## config.mk

```make
export PLATFORM = sky130hd
export DESIGN_NAME = demodulate_pos_pi_div2
export DESIGN_NICKNAME = d
export VERILOG_FILES = /design/src/rtl/dsp_rot_pkg.sv /design/src/rtl/rot_j_sat.sv /design/src/rtl/demodulate_pos_pi_div2.sv
export SDC_FILE = /design/constraint.sdc
export NUM_CORES = 1
export LEC_CHECK = 0
export BUFFER_PORTS_ARGS = -buffer_cell sky130_fd_sc_hd__buf_2
export CAP_MARGIN = 5
export CORE_ASPECT_RATIO = 1.75
export CORE_MARGIN = 2
export CORE_UTILIZATION = 45
export CTS_BUF_LIST = sky130_fd_sc_hd__clkbuf_8
export DETAILED_ROUTE_END_ITERATION = 7
export PLACE_DENSITY = 0.72
export SKIP_CTS_REPAIR_TIMING = 1
export SYNTH_ARGS = -nofsm -noshare
export SYNTH_HDL_FRONTEND = slang
export SYNTH_SLANG_ARGS = --single-unit
```

## constraint.sdc

```tcl
create_clock -name clk -period 7.1 [get_ports clk]
set_input_delay 0 -clock clk [delete_from_list [all_inputs] [get_ports clk]]
set_output_delay 0 -clock clk [all_outputs]
set_load 0.05 [all_outputs]
```

## src/rtl/dsp_rot_pkg.sv

```systemverilog
// dsp_rot_pkg: shared types and helpers for the quarter-turn complex rotators
package dsp_rot_pkg;

    typedef enum logic [1:0] {SM_INIT, SM_EMPTY, SM_ONE, SM_FULL} state_t;

    typedef logic [1:0] phase_t;

    // Negate a width-bit two's complement value (sign-extended to 64 bits),
    // clamping -(most negative) to the most positive value.
    function automatic logic signed [63:0] sat_neg(input logic signed [63:0] value, input int unsigned width);
        logic signed [63:0] lim;
        lim = 64'sd1 <<< (width - 1);
        return (value == -lim) ? lim - 64'sd1 : -value;
    endfunction

endpackage

```

## src/rtl/rot_j_sat.sv

```systemverilog
// rot_j_sat: multiply a complex sample by j^phase (or j^-phase when conj) with saturating negation
module rot_j_sat
    import dsp_rot_pkg::*;
#(
    parameter int W = 24
) (
    input  logic         conj,
    input  phase_t       phase,
    input  logic [W-1:0] re,
    input  logic [W-1:0] im,
    output logic [W-1:0] rot_re,
    output logic [W-1:0] rot_im,
    output logic         sat
);

    localparam logic [W-1:0] MIN_VAL = {1'b1, {(W-1){1'b0}}};

    phase_t       p;
    logic [W-1:0] n_re;
    logic [W-1:0] n_im;

    // Select the quarter-turn; the sat flag fires only when a most-negative component is negated
    always_comb begin
        p      = conj ? phase_t'(2'd0 - phase) : phase;
        n_re   = W'(sat_neg(64'(signed'(re)), W));
        n_im   = W'(sat_neg(64'(signed'(im)), W));
        rot_re = (p == 2'd0) ? re : (p == 2'd1) ? n_im : (p == 2'd2) ? n_re : im;
        rot_im = (p == 2'd0) ? im : (p == 2'd1) ? re : (p == 2'd2) ? n_im : n_re;
        sat    = (p[1] && re == MIN_VAL) || ((p[1] ^ p[0]) && im == MIN_VAL);
    end

endmodule

```

## src/rtl/demodulate_pos_pi_div2.sv

```systemverilog
// demodulate_pos_pi_div2: rotates sample n by j^n behind a registered two-entry skid buffer
module demodulate_pos_pi_div2
    import dsp_rot_pkg::*;
#(
    parameter int G_DWIDTH = 24
) (
    input  logic                clk,
    input  logic                reset,
    input  logic                enable,
    input  logic                phase_clr,
    input  logic [G_DWIDTH-1:0] din_re,
    input  logic [G_DWIDTH-1:0] din_im,
    input  logic                din_valid,
    output logic                din_ready,
    output logic [G_DWIDTH-1:0] dout_re,
    output logic [G_DWIDTH-1:0] dout_im,
    output logic                dout_valid,
    input  logic                dout_ready,
    output logic [1:0]          phase,
    output logic                sat_event
);

    state_t              state, state_n;
    logic                accept, drain, sat, ready_n, valid_n, sat_n;
    logic [1:0]          use_phase, phase_n;
    logic [G_DWIDTH-1:0] rot_re, rot_im, skid_re, skid_im;
    logic [G_DWIDTH-1:0] out_re_n, out_im_n, skid_re_n, skid_im_n;

    rot_j_sat #(.W(G_DWIDTH)) u_rot (
        .conj   (1'b0),
        .phase  (use_phase),
        .re     (din_re),
        .im     (din_im),
        .rot_re (rot_re),
        .rot_im (rot_im),
        .sat    (sat)
    );

    // Next-state: handshake FSM, phase counter and saturation pulse; enable low flushes everything
    always_comb begin
        accept    = din_valid & din_ready;
        drain     = dout_valid & dout_ready;
        use_phase = phase_clr ? 2'd0 : phase;
        state_n   = state;
        ready_n   = din_ready;
        valid_n   = dout_valid;
        out_re_n  = dout_re;
        out_im_n  = dout_im;
        skid_re_n = skid_re;
        skid_im_n = skid_im;
        phase_n   = accept ? use_phase + 2'd1 : (phase_clr ? 2'd0 : phase);
        sat_n     = accept & sat;
        case (state)
            SM_INIT: begin
                ready_n = 1'b1;
                state_n = SM_EMPTY;
            end
            SM_EMPTY: if (accept) begin
                out_re_n = rot_re;
                out_im_n = rot_im;
                valid_n  = 1'b1;
                state_n  = SM_ONE;
            end
            SM_ONE: if (accept && !drain) begin
                skid_re_n = rot_re;
                skid_im_n = rot_im;
                ready_n   = 1'b0;
                state_n   = SM_FULL;
            end else if (accept) begin
                out_re_n = rot_re;
                out_im_n = rot_im;
            end else if (drain) begin
                valid_n = 1'b0;
                state_n = SM_EMPTY;
            end
            SM_FULL: if (drain) begin
                out_re_n = skid_re;
                out_im_n = skid_im;
                ready_n  = 1'b1;
                state_n  = SM_ONE;
            end
            default: state_n = SM_INIT;
        endcase
        if (!enable) begin
            state_n  = SM_INIT;
            ready_n  = 1'b0;
            valid_n  = 1'b0;
            phase_n  = 2'd0;
            sat_n    = 1'b0;
            out_re_n = '0;
            out_im_n = '0;
        end
    end

    // State register; skid contents are don't-care after reset but cleared for determinism
    always_ff @(posedge clk or posedge reset) begin
        if (reset) begin
            state      <= SM_INIT;
            din_ready  <= 1'b0;
            dout_valid <= 1'b0;
            dout_re    <= '0;
            dout_im    <= '0;
            skid_re    <= '0;
            skid_im    <= '0;
            phase      <= 2'd0;
            sat_event  <= 1'b0;
        end else begin
            state      <= state_n;
            din_ready  <= ready_n;
            dout_valid <= valid_n;
            dout_re    <= out_re_n;
            dout_im    <= out_im_n;
            skid_re    <= skid_re_n;
            skid_im    <= skid_im_n;
            phase      <= phase_n;
            sat_event  <= sat_n;
        end
    end

endmodule
```

==> results of run 1 <==
==> layout make-up <==
type	instances	area, um2	area share (%)
inverters	17	66.3	0.805
flip-flops and latches	103	2580	31.3
clock inverters	7	90.1	1.09
clock buffers	9	124	1.50
multi-input cells	743	4410	53.5
diodes	1	2.50	0.0304
repair buffers	130	726	8.81
well taps	192	240	2.92
==> cells in the mapped netlist (8+ instances only) <==
cell	count	area share, %
a211oi_1	8	0.81
a21oi_1	74	5.0
a221oi_1	8	0.95
a31oi_1	20	1.7
and3_1	8	0.68
clkbuf_1	81	4.1
dfrtp_1	103	35
inv_1	16	0.81
nand2_1	112	5.7
nand3_1	40	2.7
nand4_1	14	1.2
nor2_1	88	4.5
nor3_1	34	2.3
nor4_1	11	0.93
o211ai_1	12	1.2
o21a_1	13	1.3
o21ai_0	78	5.3
o221ai_1	11	1.3
o22ai_1	13	1.1
o31ai_1	18	1.8
or3_1	23	2.0
xnor2_1	11	1.3
xor2_1	12	1.4
==> layout by cell type (no fill, tap or decap), types with 6 or more instances in the layout <==
cell,count
o211ai_1,12
a211oi_1,8
nand3_1,39
nand2_1,112
and3_1,8
buf_2,106
nor4_1,11
o21a_1,13
nand4_1,14
dfrtp_1,103
a221oi_1,8
xor2_1,12
or3_1,23
o22ai_1,12
a21oi_1,74
a21o_1,7
buf_4,18
dlygate4sd3_1,6
o21ai_0,78
xnor2_1,11
inv_1,15
or4_1,7
o31ai_1,18
o31a_1,7
nor3_1,34
nor2_1,88
a31oi_1,20
o221ai_1,11
clkbuf_8,9
==> layer usage <==
layer | GRT usage, % | up-vias
li1 | - | 3667
met1 | 42.9 | 3932
met2 | 51.3 | 489
met3 | 3.39 | 118
met4 | 20.7 | 0
met5 | 0 | -
==> state kept, by name, summed over array words and instances, names as in the netlist <==
name	cells
dout_im	24
phase	2
dout_valid	1
din_ready	1
dout_re	24
skid_im	24
skid_re	24
sat_event	1
state	2
==> where the power goes <==
| group | internal [mW] | switching, mW | leakage, nW |
|---|---|---|---|
| Sequential | 0.657 | 0.0412 | 1.40 |
| Combinational | 0.110 | 0.239 | 2.12 |
| Clock | 0.171 | 0.244 | 0.101 |
| Total | 0.938 | 0.524 | 3.61 |
==> worst min path at each step <==
stage / from / slack [ns] / endpoint
3_3_place_gp: reset / 0.06 / dout_im[5]$_DFFE_PP0P_
3_5_place_dp: reset / 0.06 / dout_im[5]$_DFFE_PP0P_
4_1_cts: reset / -0.38 / dout_im[3]$_DFFE_PP0P_
5_1_grt: din_re[9] / 0.009 / skid_re[9]$_DFFE_PP0P_
6_report: din_re[13] / -0.005 / dout_re[13]$_DFFE_PP0P_
2_1_floorplan: din_im[14] / 0.17 / skid_im[14]$_DFFE_PP0P_
==> per-stage QoR <==
step | total power, mW | instance area, um2
2_1_floorplan | 0.936 | 7380
3_3_place_gp | 1.04 | 7960
3_5_place_dp | 1.05 | 7960
4_1_cts | 1.46 | 8170
5_1_grt | 1.52 | 8240
6_report | 1.46 | 8240
==> logic make-up (layout without fill, tap and decap cells) <==
| family | Yosys count | count (layout) | share of synthesized area, % |
|---|---|---|---|
| compound gates | 340 | 340 | 30.7 |
| simple gates | 368 | 368 | 24.2 |
| other cells | 0 | 1 | 0 |
| buf+inv | 105 | 163 | 5.56 |
| fa+ha+maj | 5 | 5 | 0.848 |
| flops | 103 | 103 | 34.9 |
| mux | 7 | 7 | 1.00 |
| xor+xnor | 23 | 23 | 2.73 |
==> critical path: stages, from the launching register on <==
cell and delay, ns:
dfrtp_1 0.39, nor2b_1 0.17, inv_1 0.09, ha_1 0.14
buf_4 0.43, clkinv_1 0.80, a21oi_1 0.99, a221oi_2 0.14
a2111oi_0 0.55, nor4b_2 0.11
==> metrics.md, run 1 <==
| Metric | Value |
|---|---|
| Placed cell count | `1179` |
| Met3 Wirelength | `2.31 mm` |
| Netlist cell types | `73` |
| Register bit total from synthesis | `103` |
| CP Launch Type | `register` |
| All-Layer GR Usage | `32.8%` |
| First-pass GRT wire length | `44.1 mm` |
| Clk_skew | `0.0133 ns` |
| Die height | `173 um` |
| Hold Path Stages | `3` |
| Clock Latency Late Sink | `0.40 ns` |
| Req. time, crit path | `7.37 ns` |
| Post-synth ARST share | `100%` |
| Grt ovf | `0` |
| CP startpoint | `phase[1]$_DFF_PP0_` |
| Tightest Pin Transition | `0.975 ns` |
| Mapped Nets | `1010` |
| Top FF cell, synth | `dfrtp_1` |
| Peak supply drop | `0.0881 mV` |
| Tmin final | `3.93 ns` |
| Placer Congestion | `1.08` |
| Crit-path max FO | `46` |
| Outcome | `complete, but fails checks` |
| Vias | `8206` |
| Clk buf depth | `2` |
| CTS root buf | `clkbuf_8` |
| Hold/Removal Path Class | `in -> reg` |
| Critical Path AT | `4.20 ns` |
| Post-layout util | `50.8%` |
| Cells on worst reg2reg path | `9` |
| Fin. max-slew vios | `0` |
| Rel. slew slack | `34.4%` |
| Fillers | `1650` |
| Met2 routed WL | `13.7 mm` |
| Post-layout net count | `1063` |
| Syn Std Cell Area | `7380 um2` |
| Initial antenna violation count | `1` |
| CTS Sinks | `103` |
| Met1 Wirelength | `10.7 mm` |
| Critical Path Sink | `dout_re[2]$_DFFE_PP0P_` |
| Synth warnings | `0` |
| Die area | `17500 um2` |
| IO buf count | `106` |
| Core ar. | `16200 um2` |
| Max_cap viols | `0` |
| Largest net degree at the start of global routing | `84` |
| Post-route ant nets | `0` |
| Uppermost layer routed | `met4` |
| Detailed Route Iter0 Violations | `1135` |
| Reg2reg setup slack | `3.17 ns` |
| Mapped Avg Cell Area | `7.76 um2` |
| Routed wire per std cell | `23.9 um` |
| Area growth syn-to-layout | `11.7%` |
| Failing checks | `negative hold slack` |
| Worst r2r src | `phase[1]$_DFF_PP0_` |
| Iteration count of the initial detailed-routing pass | `6` |
| PnR worst setup slack | `3.17 ns` |
| Capturing point of the worst reg2reg path | `dout_re[2]$_DFFE_PP0P_` |
| Initial Util | `45.5%` |
| Critical path endpoint category | `register` |
| Drt drc | `0` |
| Rows | `62` |
| Final hold vios | `2` |
| HPWL Detailed | `20.3 mm` |
| Share of cells above drive strength 1 | `16.7%` |
| CTS tree | `built` |
| Vias per Instance | `6.83` |
| Max Clk Rate | `255 MHz` |
| Static Leak | `3.61 nW` |
| Setup CP Type | `reg -> reg` |
| Pre-CTS setup slack | `3.33 ns` |
| Cell Count, Final, Fillers Out | `1202` |
| Register clock-pin slew on the reported worst setup and hold paths | `0.11 ns` |
| Vias in the first global route | `7492` |
| RSZ-0062 raised after global routing | `false` |
| Hold WS | `-0.00545 ns` |
| Sequential element share of the synthesized area | `34.9%` |
| EDFF count, synth | `0` |
| Setup violations, final | `0` |
| Period Utilization, post-route | `55.3%` |
| Power per cell area | `178 nW/um2` |
| Routed WL | `28.8 mm` |
| Setup_tns | `0 ns` |
| Max H-tree Level | `3` |
| Die X | `101 um` |
| Post-Syn Instances | `951` |
| Io pins | `107` |
| Cts bufs inserted | `9` |
Power figures use the tool's default switching activity.
==> inputs of run 2 (changes only) <==
==> constraint.sdc (replaced) <==
create_clock -name clk -period 3.8 [get_ports clk]
set_input_delay 0 -clock clk [delete_from_list [all_inputs] [get_ports clk]]
set_output_delay 0 -clock clk [all_outputs]
set_load 0.05 [all_outputs]
==> run 2 against run 1 <==
Net effect: the flow still finishes with violations (negative hold slack); die area is the same; register-to-register slack worse by 2.2 ns; critical path depth shrank 1; via count fell by 0.54%; clock power is 76% higher; sequential cell count unchanged; critical path type unchanged; combinational power rose by 92%; maximum frequency up 37%; clock skew up 0.0063 ns.
==> metrics.md, run 2 (synthesis gave the netlist of run 1 again) <==
| Metric | Value |
|---|---|
| Hold EP | `skid_re[21]$_DFFE_PP0P_ (was dout_re[13]$_DFFE_PP0P_)` |
| CTS Sinks | `103 (unchanged)` |
| Iteration count of the initial detailed-routing pass | `5 (was 6)` |
| Setup CP Type | `reg -> reg (unchanged)` |
| Vias | `8162 (was 8206)` |
| Initial Util | `45.5% (unchanged)` |
| Static Leak | `3.69 nW (was 3.61 nW)` |
| Grt ovf | `0 (unchanged)` |
| Fillers | `1632 (was 1650)` |
| Critical Path AT | `3.13 ns (was 4.20 ns)` |
| CTS tree | `built (unchanged)` |
| Detailed Route Iter0 Violations | `762 (was 1135)` |
| Die height | `173 um (unchanged)` |
| Failing checks | `negative hold slack (unchanged)` |
| Clk_skew | `0.0196 ns (was 0.0133 ns)` |
| Peak supply drop | `0.220 mV (was 0.0881 mV)` |
| Setup violations, final | `0 (unchanged)` |
| Cell Count, Final, Fillers Out | `1214 (was 1202)` |
| Tmin final | `2.86 ns (was 3.93 ns)` |
| Routed WL | `30.6 mm (was 28.8 mm)` |
| Max H-tree Level | `3 (unchanged)` |
| Clock Latency Late Sink | `0.40 ns (about the same)` |
| Clk buf depth | `2 (unchanged)` |
| Max Clk Rate | `350 MHz (was 255 MHz)` |
| All-Layer GR Usage | `35.2% (was 32.8%)` |
| Cells on worst reg2reg path | `8 (was 9)` |
| Antenna diode count | `0 (was 1)` |
| HPWL Detailed | `23.0 mm (was 20.3 mm)` |
| Most common cell after layout, fill and taps aside | `nand2_1 (unchanged)` |
| Die X | `101 um (unchanged)` |
| Critical path endpoint category | `register (unchanged)` |
| IO buf count | `106 (unchanged)` |
| Register clock-pin slew on the reported worst setup and hold paths | `0.12 ns (was 0.11 ns)` |
| Post-route ant nets | `0 (unchanged)` |
| Req. time, crit path | `4.07 ns (was 7.37 ns)` |
| Period Utilization, post-route | `75.3% (was 55.3%)` |
| Die area | `17500 um2 (unchanged)` |
| Hold/Removal Path Class | `in -> reg (unchanged)` |
| Rel. slew slack | `29.8% (was 34.4%)` |
| Crit-path max FO | `9 (was 46)` |
| Hold WS | `-0.0471 ns (was -0.00545 ns)` |
| Vias per Instance | `6.72 (was 6.83)` |
| Post-layout net count | `1076 (was 1063)` |
| Rows | `62 (unchanged)` |
| Tightest Pin Transition | `1.05 ns (was 0.975 ns)` |
| Power per cell area | `325 nW/um2 (was 178 nW/um2)` |
| Share of cells above drive strength 1 | `18.0% (was 16.7%)` |
| Largest net degree at the start of global routing | `83 (was 84)` |
| Placer Congestion | `1.05 (was 1.08)` |
| RSZ-0062 raised after global routing | `false (unchanged)` |
| Io pins | `107 (unchanged)` |
| Drt drc | `0 (unchanged)` |
| CTS root buf | `clkbuf_8 (unchanged)` |
| Initial antenna violation count | `0 (was 1)` |
| Core ar. | `16200 um2 (unchanged)` |
| Setup_tns | `0 ns (unchanged)` |
| Commonest cells after routing, fill and taps aside | `nand2_1, buf_2, dfrtp_1 (unchanged)` |
| Placed cell count | `1194 (was 1179)` |
| Fin. max-slew vios | `0 (unchanged)` |
| Max_cap viols | `0 (unchanged)` |
| Worst r2r src | `phase[1]$_DFF_PP0_ (unchanged)` |
| Hold Path Stages | `3 (unchanged)` |
| Cts bufs inserted | `9 (unchanged)` |
| Area growth syn-to-layout | `13.0% (was 11.7%)` |
| Final hold vios | `3 (was 2)` |
| Capturing point of the worst reg2reg path | `dout_re[18]$_DFFE_PP0P_ (was dout_re[2]$_DFFE_PP0P_)` |
| First-pass GRT wire length | `46.5 mm (was 44.1 mm)` |
| Routed wire per std cell | `25.2 um (was 23.9 um)` |
| Outcome | `complete, but fails checks (unchanged)` |
| Vias in the first global route | `7803 (was 7492)` |
| Hold path startpoint | `din_re[21] (was din_re[13])` |
| Reg2reg setup slack | `0.94 ns (was 3.17 ns)` |
| CP Launch Type | `register (unchanged)` |
[run 2: worst max path at each step]
stage                                  start                       to  slack [ns]  depth (start not counted)
final                     phase[1]$_DFF_PP0_  dout_re[18]$_DFFE_PP0P_        0.94                          8
after global routing               din_re[0]   dout_im[8]$_DFFE_PP0P_        0.71                         10
after global placement             din_re[0]   dout_im[8]$_DFFE_PP0P_        0.73                         10
after floorplan           phase[1]$_DFF_PP0_   dout_im[9]$_DFFE_PP0P_        0.85                         11
after CTS                 phase[1]$_DFF_PP0_   dout_re[2]$_DFFE_PP0P_        1.01                          9
after detailed placement           din_re[0]   dout_im[8]$_DFFE_PP0P_        0.60                         10
[run 2: worst max-delay path, stage by stage (launching register included)]
cell,delay (ns)
dfrtp_1,0.35
nor2b_1,0.29
ha_1,0.48
inv_1,0.28
nor2_1,0.48
o21ai_0,0.19
o2111a_1,0.22
a2111oi_0,0.33
nor4b_1,0.11
[run 2: power breakdown]
part | switching, mW | total, mW | leakage, nW | internal [mW]
Clock | 0.464 | 0.730 | 0.105 | 0.266
Combinational | 0.459 | 0.671 | 2.19 | 0.212
Sequential | 0.0786 | 1.31 | 1.40 | 1.23
Total | 1.00 | 2.71 | 3.69 | 1.71
[run 2: final cells by class]
type / instances / area, um2 / area share [%]
Timing Repair Buffer: 143 / 831 / 9.97
Sequential cell: 103 / 2580 / 30.9
Clock buffer: 9 / 124 / 1.49
Inverter: 17 / 66.3 / 0.796
Multi-Input combinational cell: 743 / 4410 / 52.9
Clock inverter: 7 / 86.3 / 1.04
Tap cell: 192 / 240 / 2.88
[run 2: metal layers]
metal | wire [um] | track usage [%]
met1 | 11500 | 42.9
met3 | 1780 | 4.48
met2 | 15000 | 57.9
met5 | 0 | 0
met4 | 2250 | 21.7
[run 2: metrics by stage]
step	utilization, %	power [mW]	setup WS, ns	instance area (um2)
floorplan	-	1.75	0.850	7380
global placement	49.9	1.97	0.730	8090
detailed placement	49.9	1.98	0.604	8090
CTS	51.2	2.71	1.01	8300
global route	51.4	2.83	0.707	8340
finish	51.4	2.71	0.940	8340
